File: src/rtl/uart_core_pkg.sv
// Shared state encodings for the uart_core transmitter and the uart_rx receiver.
package uart_core_pkg;

  typedef enum logic [1:0] {
    TX_IDLE,
    TX_START,
    TX_DATA,
    TX_STOP
  } tx_state_e;

  typedef enum logic [2:0] {
    RX_IDLE,
    RX_START,
    RX_DATA,
    RX_STOP,
    RX_WAIT_HIGH
  } rx_state_e;

endpackage

File: src/rtl/uart_rx.sv
// UART receiver: 2-flop synchronizer, start/data/stop sampling FSM and the CPU-visible
// receive flags. Bits are sampled at mid-bit using a counter that wraps at DIVIDER-1.
module uart_rx
  import uart_core_pkg::*;
#(
  parameter int DIVIDER = 52
) (
  input  logic       clk,
  input  logic       reset,
  input  logic       rxd,
  input  logic       rd,
  output logic [7:0] q,
  output logic       rxvalid,
  output logic       rxoverr,
  output logic       rxframeer,
  output rx_state_e  dbg_state
);

  localparam int CW = $clog2(DIVIDER);
  localparam logic [CW-1:0] CNT_LAST  = CW'(DIVIDER - 1);
  localparam logic [CW-1:0] HALF_LAST = CW'(DIVIDER / 2 - 1);

  rx_state_e     state_q, state_d;
  logic [1:0]    sync_q;
  logic          prev_q;
  logic [CW-1:0] cnt_q, cnt_d;
  logic [2:0]    bit_q, bit_d;
  logic [7:0]    shift_q, shift_d;
  logic [7:0]    q_q, q_d;
  logic          rxvalid_q, rxvalid_d;
  logic          overr_q, overr_d;
  logic          frameer_q, frameer_d;
  logic          rxd_s;

  assign rxd_s = sync_q[1];

  always_ff @(posedge clk or posedge reset) begin
    if (reset) begin
      sync_q    <= 2'b11;
      prev_q    <= 1'b1;
      state_q   <= RX_IDLE;
      cnt_q     <= '0;
      bit_q     <= '0;
      shift_q   <= '0;
      q_q       <= '0;
      rxvalid_q <= 1'b0;
      overr_q   <= 1'b0;
      frameer_q <= 1'b0;
    end else begin
      sync_q    <= {sync_q[0], rxd};
      prev_q    <= rxd_s;
      state_q   <= state_d;
      cnt_q     <= cnt_d;
      bit_q     <= bit_d;
      shift_q   <= shift_d;
      q_q       <= q_d;
      rxvalid_q <= rxvalid_d;
      overr_q   <= overr_d;
      frameer_q <= frameer_d;
    end
  end

  always_comb begin
    state_d   = state_q;
    cnt_d     = (cnt_q == CNT_LAST) ? '0 : cnt_q + CW'(1);
    bit_d     = bit_q;
    shift_d   = shift_q;
    q_d       = q_q;
    rxvalid_d = rxvalid_q & ~rd;
    overr_d   = overr_q & ~rd;
    frameer_d = frameer_q & ~rd;
    unique case (state_q)
      RX_IDLE: begin
        cnt_d = '0;
        if (prev_q && !rxd_s) state_d = RX_START;
      end
      RX_START: begin
        if (cnt_q == HALF_LAST) begin
          cnt_d   = '0;
          bit_d   = '0;
          state_d = rxd_s ? RX_IDLE : RX_DATA;
        end
      end
      RX_DATA: begin
        if (cnt_q == CNT_LAST) begin
          shift_d = {rxd_s, shift_q[7:1]};
          bit_d   = bit_q + 3'd1;
          if (bit_q == 3'd7) state_d = RX_STOP;
        end
      end
      RX_STOP: begin
        if (cnt_q == CNT_LAST) begin
          // A byte landing together with rd wins: it is valid and not an overrun.
          q_d       = shift_q;
          rxvalid_d = 1'b1;
          frameer_d = ~rxd_s;
          overr_d   = rxvalid_q & ~rd;
          state_d   = rxd_s ? RX_IDLE : RX_WAIT_HIGH;
        end
      end
      RX_WAIT_HIGH: begin
        cnt_d = '0;
        if (rxd_s) state_d = RX_IDLE;
      end
      default: state_d = RX_IDLE;
    endcase
  end

  assign q         = q_q;
  assign rxvalid   = rxvalid_q;
  assign rxoverr   = overr_q;
  assign rxframeer = frameer_q;
  assign dbg_state = state_q;

endmodule

File: src/rtl/uart_core.sv
// Full-duplex 8N1/8N2 UART with a fixed DIVIDER clocks per bit. The transmitter lives
// here; the receiver is uart_rx. Strobes wr/rd are one-cycle pulses from the CPU decoder.
module uart_core
  import uart_core_pkg::*;
#(
  parameter int DIVIDER = 52
) (
  input  logic       clk,
  input  logic       reset,
  input  logic [7:0] d,
  input  logic       wr,
  input  logic       rd,
  output logic [7:0] q,
  output logic       rxvalid,
  output logic       txrdy,
  output logic       rxoverr,
  output logic       rxframeer,
  input  logic       nstop,
  output logic       txd,
  input  logic       rxd,
  output tx_state_e  dbg_tx_state,
  output rx_state_e  dbg_rx_state
);

  localparam int CW = $clog2(DIVIDER);
  localparam logic [CW-1:0] CNT_LAST = CW'(DIVIDER - 1);

  tx_state_e     tx_state_q, tx_state_d;
  logic [CW-1:0] tx_cnt_q, tx_cnt_d;
  logic [2:0]    tx_bit_q, tx_bit_d;
  logic [7:0]    tx_shift_q, tx_shift_d;
  logic          tx_nstop_q, tx_nstop_d;
  logic          txd_q, txd_d;

  always_ff @(posedge clk or posedge reset) begin
    if (reset) begin
      tx_state_q <= TX_IDLE;
      tx_cnt_q   <= '0;
      tx_bit_q   <= '0;
      tx_shift_q <= '0;
      tx_nstop_q <= 1'b0;
      txd_q      <= 1'b1;
    end else begin
      tx_state_q <= tx_state_d;
      tx_cnt_q   <= tx_cnt_d;
      tx_bit_q   <= tx_bit_d;
      tx_shift_q <= tx_shift_d;
      tx_nstop_q <= tx_nstop_d;
      txd_q      <= txd_d;
    end
  end

  // txd is registered and loaded one bit ahead, so each bit starts on the wrap edge.
  always_comb begin
    tx_state_d = tx_state_q;
    tx_cnt_d   = (tx_cnt_q == CNT_LAST) ? '0 : tx_cnt_q + CW'(1);
    tx_bit_d   = tx_bit_q;
    tx_shift_d = tx_shift_q;
    tx_nstop_d = tx_nstop_q;
    txd_d      = txd_q;
    unique case (tx_state_q)
      TX_IDLE: begin
        tx_cnt_d = '0;
        txd_d    = 1'b1;
        if (wr) begin
          tx_shift_d = d;
          tx_nstop_d = nstop;
          txd_d      = 1'b0;
          tx_state_d = TX_START;
        end
      end
      TX_START: begin
        if (tx_cnt_q == CNT_LAST) begin
          txd_d      = tx_shift_q[0];
          tx_bit_d   = '0;
          tx_state_d = TX_DATA;
        end
      end
      TX_DATA: begin
        if (tx_cnt_q == CNT_LAST) begin
          if (tx_bit_q == 3'd7) begin
            txd_d      = 1'b1;
            tx_bit_d   = '0;
            tx_state_d = TX_STOP;
          end else begin
            tx_shift_d = {1'b0, tx_shift_q[7:1]};
            txd_d      = tx_shift_q[1];
            tx_bit_d   = tx_bit_q + 3'd1;
          end
        end
      end
      TX_STOP: begin
        if (tx_cnt_q == CNT_LAST) begin
          if (tx_nstop_q && tx_bit_q == 3'd0) tx_bit_d = 3'd1;
          else tx_state_d = TX_IDLE;
        end
      end
      default: tx_state_d = TX_IDLE;
    endcase
  end

  assign txd          = txd_q;
  assign txrdy        = (tx_state_q == TX_IDLE);
  assign dbg_tx_state = tx_state_q;

  uart_rx #(.DIVIDER(DIVIDER)) u_rx (
    .clk       (clk),
    .reset     (reset),
    .rxd       (rxd),
    .rd        (rd),
    .q         (q),
    .rxvalid   (rxvalid),
    .rxoverr   (rxoverr),
    .rxframeer (rxframeer),
    .dbg_state (dbg_rx_state)
  );

endmodule

File: config.mk
export PLATFORM = sky130hd
export DESIGN_NAME = uart_core
export DESIGN_NICKNAME = d
export VERILOG_FILES = /design/src/rtl/uart_core_pkg.sv /design/src/rtl/uart_rx.sv /design/src/rtl/uart_core.sv
export SDC_FILE = /design/constraint.sdc
export NUM_CORES = 1
export LEC_CHECK = 0
export BUFFER_PORTS_ARGS = -buffer_cell sky130_fd_sc_hd__buf_2
export CORE_ASPECT_RATIO = 2
export CORE_MARGIN = 2
export CORE_UTILIZATION = 57
export CTS_BUF_LIST = sky130_fd_sc_hd__clkbuf_16
export CTS_CLUSTER_SIZE = 20
export DETAILED_ROUTE_END_ITERATION = 7
export PLACE_DENSITY = 0.79
export SLEW_MARGIN = 20
export SYNTH_ARGS = -nofsm -noshare
export SYNTH_HDL_FRONTEND = slang
export SYNTH_SLANG_ARGS = --single-unit
File: constraint.sdc
create_clock -name clk -period 2 [get_ports clk]
set_input_delay 0.2 -clock clk [delete_from_list [all_inputs] [get_ports clk]]
set_output_delay 0.2 -clock clk [all_outputs]
set_load 0.01 [all_outputs]
==> results of run 1 <==
## worst max-delay path by stage
stage,cells past startpoint,startpoint,slack (ns),to
6_report,6,dbg_tx_state[1],0.08,dbg_tx_state[1]
5_1_grt,6,dbg_tx_state[1],-0.009,dbg_tx_state[1]
4_1_cts,6,dbg_tx_state[0],0.05,tx_shift_q[0]
3_5_place_dp,6,dbg_tx_state[0],0.09,dbg_tx_state[1]
3_3_place_gp,6,dbg_tx_state[0],0.16,dbg_tx_state[1]
2_1_floorplan,7,dbg_tx_state[0],0.02,tx_shift_q[0]
## where the power goes
| part | switching [uW] | internal, uW | total (uW) |
|---|---|---|---|
| Combinational | 785 | 707 | 1490 |
| Sequential | 270 | 1380 | 1650 |
| Clock | 388 | 468 | 856 |
## layout make-up
| cell class | instances | area share |
|---|---|---|
| Sequential cell | 55 | 0.454 |
| Timing Repair Buffer | 46 | 0.0937 |
| Multi-Input combinational cell | 149 | 0.364 |
| Tap cell | 54 | 0.0222 |
| Inverter | 14 | 0.0173 |
| Clock buffer | 5 | 0.0411 |
| Clock inverter | 3 | 0.00822 |
## repair_timing
action | CTS | global route
endpoints found under the hold margin | 13 | 0
setup endpoints to repair | 0 | 6
gates resized for setup | 0 | 3
buffers inserted | 0 | 2
hold buffers | 2 | 0
## through the flow
step	hold WS [ns]	util
6_report	0.0980	0.702
4_1_cts	0.0929	0.697
3_3_place_gp	0.168	0.657
2_1_floorplan	0.204	-
3_5_place_dp	0.171	0.657
5_1_grt	0.0951	0.702
## routing by layer
metal,vias to the layer above,GRT usage,routed length [um]
met5,-,0,0
met4,0,0.101,146
met3,15,0.0439,108
met2,37,0.426,3020
met1,965,0.226,1850
li1,900,-,-
## state kept, by name, indices dropped and copies added, names as in the netlist, 2 cells and up
signal,count
dbg_tx_state,2
tx_bit_q,3
tx_cnt_q,6
tx_shift_q,8
u_rx.bit_q,3
u_rx.cnt_q,6
u_rx.dbg_state,3
u_rx.q,8
u_rx.shift_q,8
u_rx.sync_q,2
## logic make-up after synthesis
| family | count (synthesis) |
|---|---|
| flip-flops | 55 |
| XOR/XNOR | 8 |
| AO/OA/AOI/OAI | 52 |
| adder cells (fa/ha/maj) | 12 |
| AND/OR/NAND/NOR | 55 |
| buffers and inverters | 20 |
| multiplexers | 22 |
## cell usage after synthesis, types with 2 or more instances
| cell | number |
|---|---|
| a31oi_1 | 2 |
| xnor2_1 | 4 |
| xor2_1 | 4 |
| o22ai_1 | 14 |
| or3_1 | 3 |
| nand2_1 | 6 |
| dfstp_2 | 4 |
| nand3b_1 | 2 |
| nor2b_1 | 5 |
| buf_2 | 2 |
| inv_1 | 14 |
| nand3_1 | 5 |
| o21ai_0 | 8 |
| nor2_1 | 22 |
| nand4b_1 | 2 |
| mux2_2 | 20 |
| ha_1 | 12 |
| a21oi_1 | 13 |
| nor3_1 | 2 |
| clkbuf_1 | 3 |
| dfrtp_1 | 51 |
| a32o_1 | 2 |
| a22o_1 | 2 |
## cells in the final DEF (no fill, tap or decap), types with 6 or more instances in the layout
| cell | count |
|---|---|
| a21oi_1 | 13 |
| buf_2 | 31 |
| buf_4 | 12 |
| dfrtp_1 | 51 |
| ha_1 | 11 |
| inv_1 | 13 |
| mux2_2 | 20 |
| nand2_1 | 6 |
| nor2_1 | 22 |
| o21ai_0 | 7 |
| o22ai_1 | 14 |
==> flow_summary_export.csv, run 1 <==
group,metric,value,unit
run_status,status,"finished, final reports clean",
drt,ant_nets,0,
worst_setup_path,reg2reg_slack,0.08,ns
worst_setup_path,reg2reg_depth,6,
timing,period_minus_slack,1.92,ns
yosys,synth.top_cell.area_share,0.498,
die,pin_count,32,
worst_hold_path,min_path_type,"input port to flip-flop",
drt,dr.pass1.iters,5,
cells_and_area,final_cells,326,
drt,drt_iter0_drc,41,
drt,postRouteWirelength,5.13,mm
clock_tree,cts_tree,"built",
place,placed_area,2850,um2
place,portBuffers,31,
cells_and_area,fillCellCount,347,
cells_and_area,multi_input_area,1110,um2
place,gp_congestion,0.919,
grt,grt_pass1_wl,8.75,mm
yosys,synth_top_family_by_area,"compound AO/OA/AOI/OAI gates",
grt,grtUsageTotal,0.226,
worst_setup_path,worstPathMaxFanout,5,
worst_setup_path,cp-start-kind,"flip-flop",
worst_setup_path,max_stage_delay,0.41,ns
worst_setup_path,worstPathArrival,2.10,ns
yosys,synth_ff_type,"dfrtp_1",
yosys,synth_edf_count,0,
place,dp_cells,314,
die,start_util,0.590,
drt,drc,0,
clock_tree,cts_root_buffer,"clkbuf_16",
yosys,syn_area,2560,um2
worst_setup_path,r2r_start,"dbg_tx_state[1]",
yosys,synth_async_sr_flop_share,1.00,
grt,first_global_vias,2005,
worst_setup_path,cp.required,2.18,ns
drt,vias,1917,
yosys,synth_xor_area_frac,0.0274,
cells_and_area,areaGrowthSynthToFinish,18.9,%
yosys,ys_seq_area_frac,0.539,
die,row_count,34,
power,vdd_drop_max,947,uV
grt,grt_max_degree,43,
cells_and_area,drive_above_1_share,0.309,
timing,fin_setup_tns,0,ns
timing,slew_headroom,0.720,
yosys,syn_inst,224,
worst_setup_path,critical_path_class,"flip-flop to flip-flop",
worst_setup_path,r2r-end,"dbg_tx_state[1]",
worst_setup_path,critPathTopFamily,"simple AND/OR/NAND/NOR gates",
power,power.total,4000,uW
die,die_y,98.8,um
worst_hold_path,min_from,"rd",
worst_hold_path,min_to,"u_rx.rxoverr",
cells_and_area,final_cell_area,3040,um2
worst_hold_path,min_path_cells,2,
timing,timing.final.ws_setup,0.0804,ns
yosys,synth-seq-cells,55,
grt,gr-total-overflow,0,
die,die_w,51.4,um
timing,finalClockSkew,0.00285,ns
power,p_per_area,1310,nW/um2
clock_tree,cts_max_path_buffers,2,
drt,viasPerCell,5.88,
timing,drv_slew,0,
yosys,synthesis.nets,250,
yosys,synth_compound_area_frac,0.130,
clock_tree,htreeDepth,2,
clock_tree,path_clk_slew,0.07,ns
clock_tree,cts_sinks,55,
worst_setup_path,path_cells,"inv_1 > ha_1 > or3_1 > o21ai_1 > and3_1 > mux2_2",
timing,fin_crit_sh,0.960,
clock_tree,worstSkewPairLatency,0.29,ns
worst_setup_path,critPathBufInv,1,
yosys,syn_area_per_cell,11.4,um2
timing,hold_viol_final,0,
yosys,post_synth_main_area_contributors,"dfrtp_1, mux2_2, ha_1",
yosys,synth_top_area_cell,"dfrtp_1",
flow_run,drv_cap,0,
die,die_area,5080,um2
timing,setup_viol,0,
timing,worst_pin_slew,0.418,ns
cells_and_area,diodes,0,
yosys,muxShareOfSynthArea,0.0977,
worst_setup_path,slowest_stage,"dfrtp_1",
cells_and_area,ff_latch_area,1380,um2
place,post-dp-hpwl,3.85,mm
die,fp.coreArea,4340,um2
drt,routedWlPerCell,15.7,um
place,pre_cts_ws,0.0859,ns
power,power.leakage,0.00153,uW
yosys,yosys_warnings,0,
clock_tree,cts_made_buffers,5,
timing,timing.fmax,521,MHz
worst_setup_path,cp-end-kind,"flip-flop",
cells_and_area,finalNetCount,297,
grt,antenna_found_initial,0,
yosys,synth-simple-area-share,0.116,
yosys,yosys.cell_types.count,45,
yosys,synth_fa_ha_area_frac,0.0586,
Power figures use the tool's default switching activity.
==> run 2, diff against run 1 <==
CORE_UTILIZATION = 55   (was 57)
PLACE_DENSITY = 0.77   (was 0.79)
==> run 2 against run 1 <==
Global-route usage about the same. Final cell count up 0.31%. Core utilization down 3.3 points. Clock power up 16%. Register-to-register slack about the same.
==> flow_summary_export.csv, run 2 (synthesis results as in run 1) <==
group,metric,value,unit
clock_tree,htreeDepth,2,
drt,postRouteWirelength,5.15,mm
timing,fin_crit_sh,0.952,
grt,grt_max_degree,56,
cells_and_area,post-route-util,0.669,
drt,drt_iter0_drc,38,
clock_tree,worstSkewPairLatency,0.29,ns
clock_tree,cts_root_buffer,"clkbuf_16",
cells_and_area,multi_input_area,1100,um2
timing,period_minus_slack,1.90,ns
die,pin_count,32,
clock_tree,hold_buffers,0,
power,p_per_area,1360,nW/um2
worst_setup_path,cp-start-kind,"flip-flop",
worst_setup_path,slowest_stage,"dfrtp_1",
clock_tree,cts_sinks,55,
cells_and_area,ff_latch_area,1380,um2
timing,finalClockSkew,0.00326,ns
cells_and_area,diodes,0,
worst_setup_path,worstPathArrival,2.08,ns
timing,worst_pin_slew,0.669,ns
worst_setup_path,critical_path_class,"flip-flop to flip-flop",
die,fp.coreArea,4550,um2
drt,vias,1850,
cells_and_area,areaGrowthSynthToFinish,19.0,%
drt,dr.pass1.iters,4,
place,portBuffers,31,
worst_setup_path,cp.required,2.18,ns
timing,timing.fmax,525,MHz
die,row_count,35,
flow_run,drv_cap,0,
power,power.leakage,0.00154,uW
worst_setup_path,worstPathMaxFanout,5,
grt,gr-total-overflow,0,
grt,grtUsageTotal,0.226,
clock_tree,cts_max_path_buffers,2,
grt,grt_pass1_wl,8.77,mm
power,vdd_drop_max,1440,uV
grt,first_global_vias,1965,
die,die_area,5250,um2
cells_and_area,drive_above_1_share,0.313,
die,die_w,52.3,um
cells_and_area,layout_common_cells,"dfrtp_1, buf_2, nor2_1",
worst_setup_path,cp-end-kind,"flip-flop",
drt,viasPerCell,5.66,
cells_and_area,final_common_cell,"dfrtp_1",
timing,timing.final.ws_setup,0.0950,ns
timing,drv_slew,0,
cells_and_area,fillCellCount,373,
clock_tree,path_clk_slew,0.07,ns
worst_setup_path,max_stage_delay,0.42,ns
timing,slew_headroom,0.554,
timing,hold_viol_final,0,
cells_and_area,final_cells,327,
clock_tree,cts_made_buffers,5,
place,dp_cells,316,
worst_hold_path,min_path_type,"input port to flip-flop",
place,placed_area,2850,um2
clock_tree,cts_tree,"built",
run_status,status,"finished, final reports clean",
die,start_util,0.562,
place,gp_congestion,0.808,
drt,drc,0,
place,post-dp-hpwl,3.62,mm
timing,fin_setup_tns,0,ns
drt,ant_nets,0,
place,pre_cts_ws,0.116,ns
die,die_y,101,um
cells_and_area,final_cell_area,3050,um2
drt,routedWlPerCell,15.7,um
cells_and_area,finalNetCount,297,
grt,antenna_found_initial,0,
timing,setup_viol,0,
worst_setup_path,path_cells,"inv_1 > ha_1 > or3_1 > o21ai_1 > and3_1 > mux2_2",
[run 2: cell count changes in the layout (fill, tap and decap cells not counted), sizes merged]
| cell | before | now |
|---|---|---|
| buf | 44 | 46 |
| clkinv | 2 | 0 |
| inv | 14 | 15 |
| bufinv | 0 | 1 |
| dlygate4sd3 | 2 | 0 |
[run 2: what timing repair did]
| action | CTS | global route |
|---|---|---|
| hold endpoints to repair | 0 | 0 |
| setup endpoints to repair | 0 | 3 |
| buffers inserted | 0 | 3 |
| resized for setup | 0 | 2 |
[run 2: path summary, 6_finish.rpt]
path                                 startpoint              end  slack (ns)  depth (start not counted)
worst max register to register  dbg_tx_state[0]  dbg_tx_state[1]         0.1                          6
worst max-delay path            dbg_tx_state[0]  dbg_tx_state[1]         0.1                          6
max in group asynchronous                 reset    u_rx.cnt_q[3]        1.47                          3
worst min register to register   u_rx.sync_q[0]   u_rx.sync_q[1]        0.36                          0
min in group asynchronous                 reset        u_rx.q[2]        0.08                          3
worst min-delay path                        rxd   u_rx.sync_q[0]       0.005                          1
[run 2: area by class of cell]
class	count	area share
well taps	55	0.0226
repair buffers	46	0.0879
flip-flops and latches	55	0.453
clock inverters	3	0.0152
clock buffers	5	0.0411
multi-input cells	149	0.363
inverters	14	0.0172
[run 2: stage by stage]
step | hold slack [ns] | power, uW
global route | 0.000804 | 4440
finish | 0.00533 | 4150
CTS | 0.00559 | 4120
global placement | 0.307 | 3060
detailed placement | 0.313 | 3100
floorplan | 0.204 | 2670
[run 2: report_power, final]
group	leakage (uW)	switching (uW)	internal [uW]
sequential	0.000707	266	1380
combinational	0.000749	777	731
clock	0.0000804	401	595
[run 2: worst max-delay path, delay by kind of cell (launching register included)]
kind | cells | cell delay [ns]
muxes | 1 | 0.34
AOI/OAI and AO/OA | 1 | 0.11
adders and majority gates | 1 | 0.24
DFF | 1 | 0.42
buffers and inverters | 1 | 0.09
and+or+nand+nor | 2 | 0.60
[run 2: routing by layer]
metal	up-vias	track usage	wire length, um
met3	4	0.0341	145
met2	33	0.425	3020
met4	0	0.0848	80
met1	919	0.245	1900
met5	-	0	0
li1	894	-	-
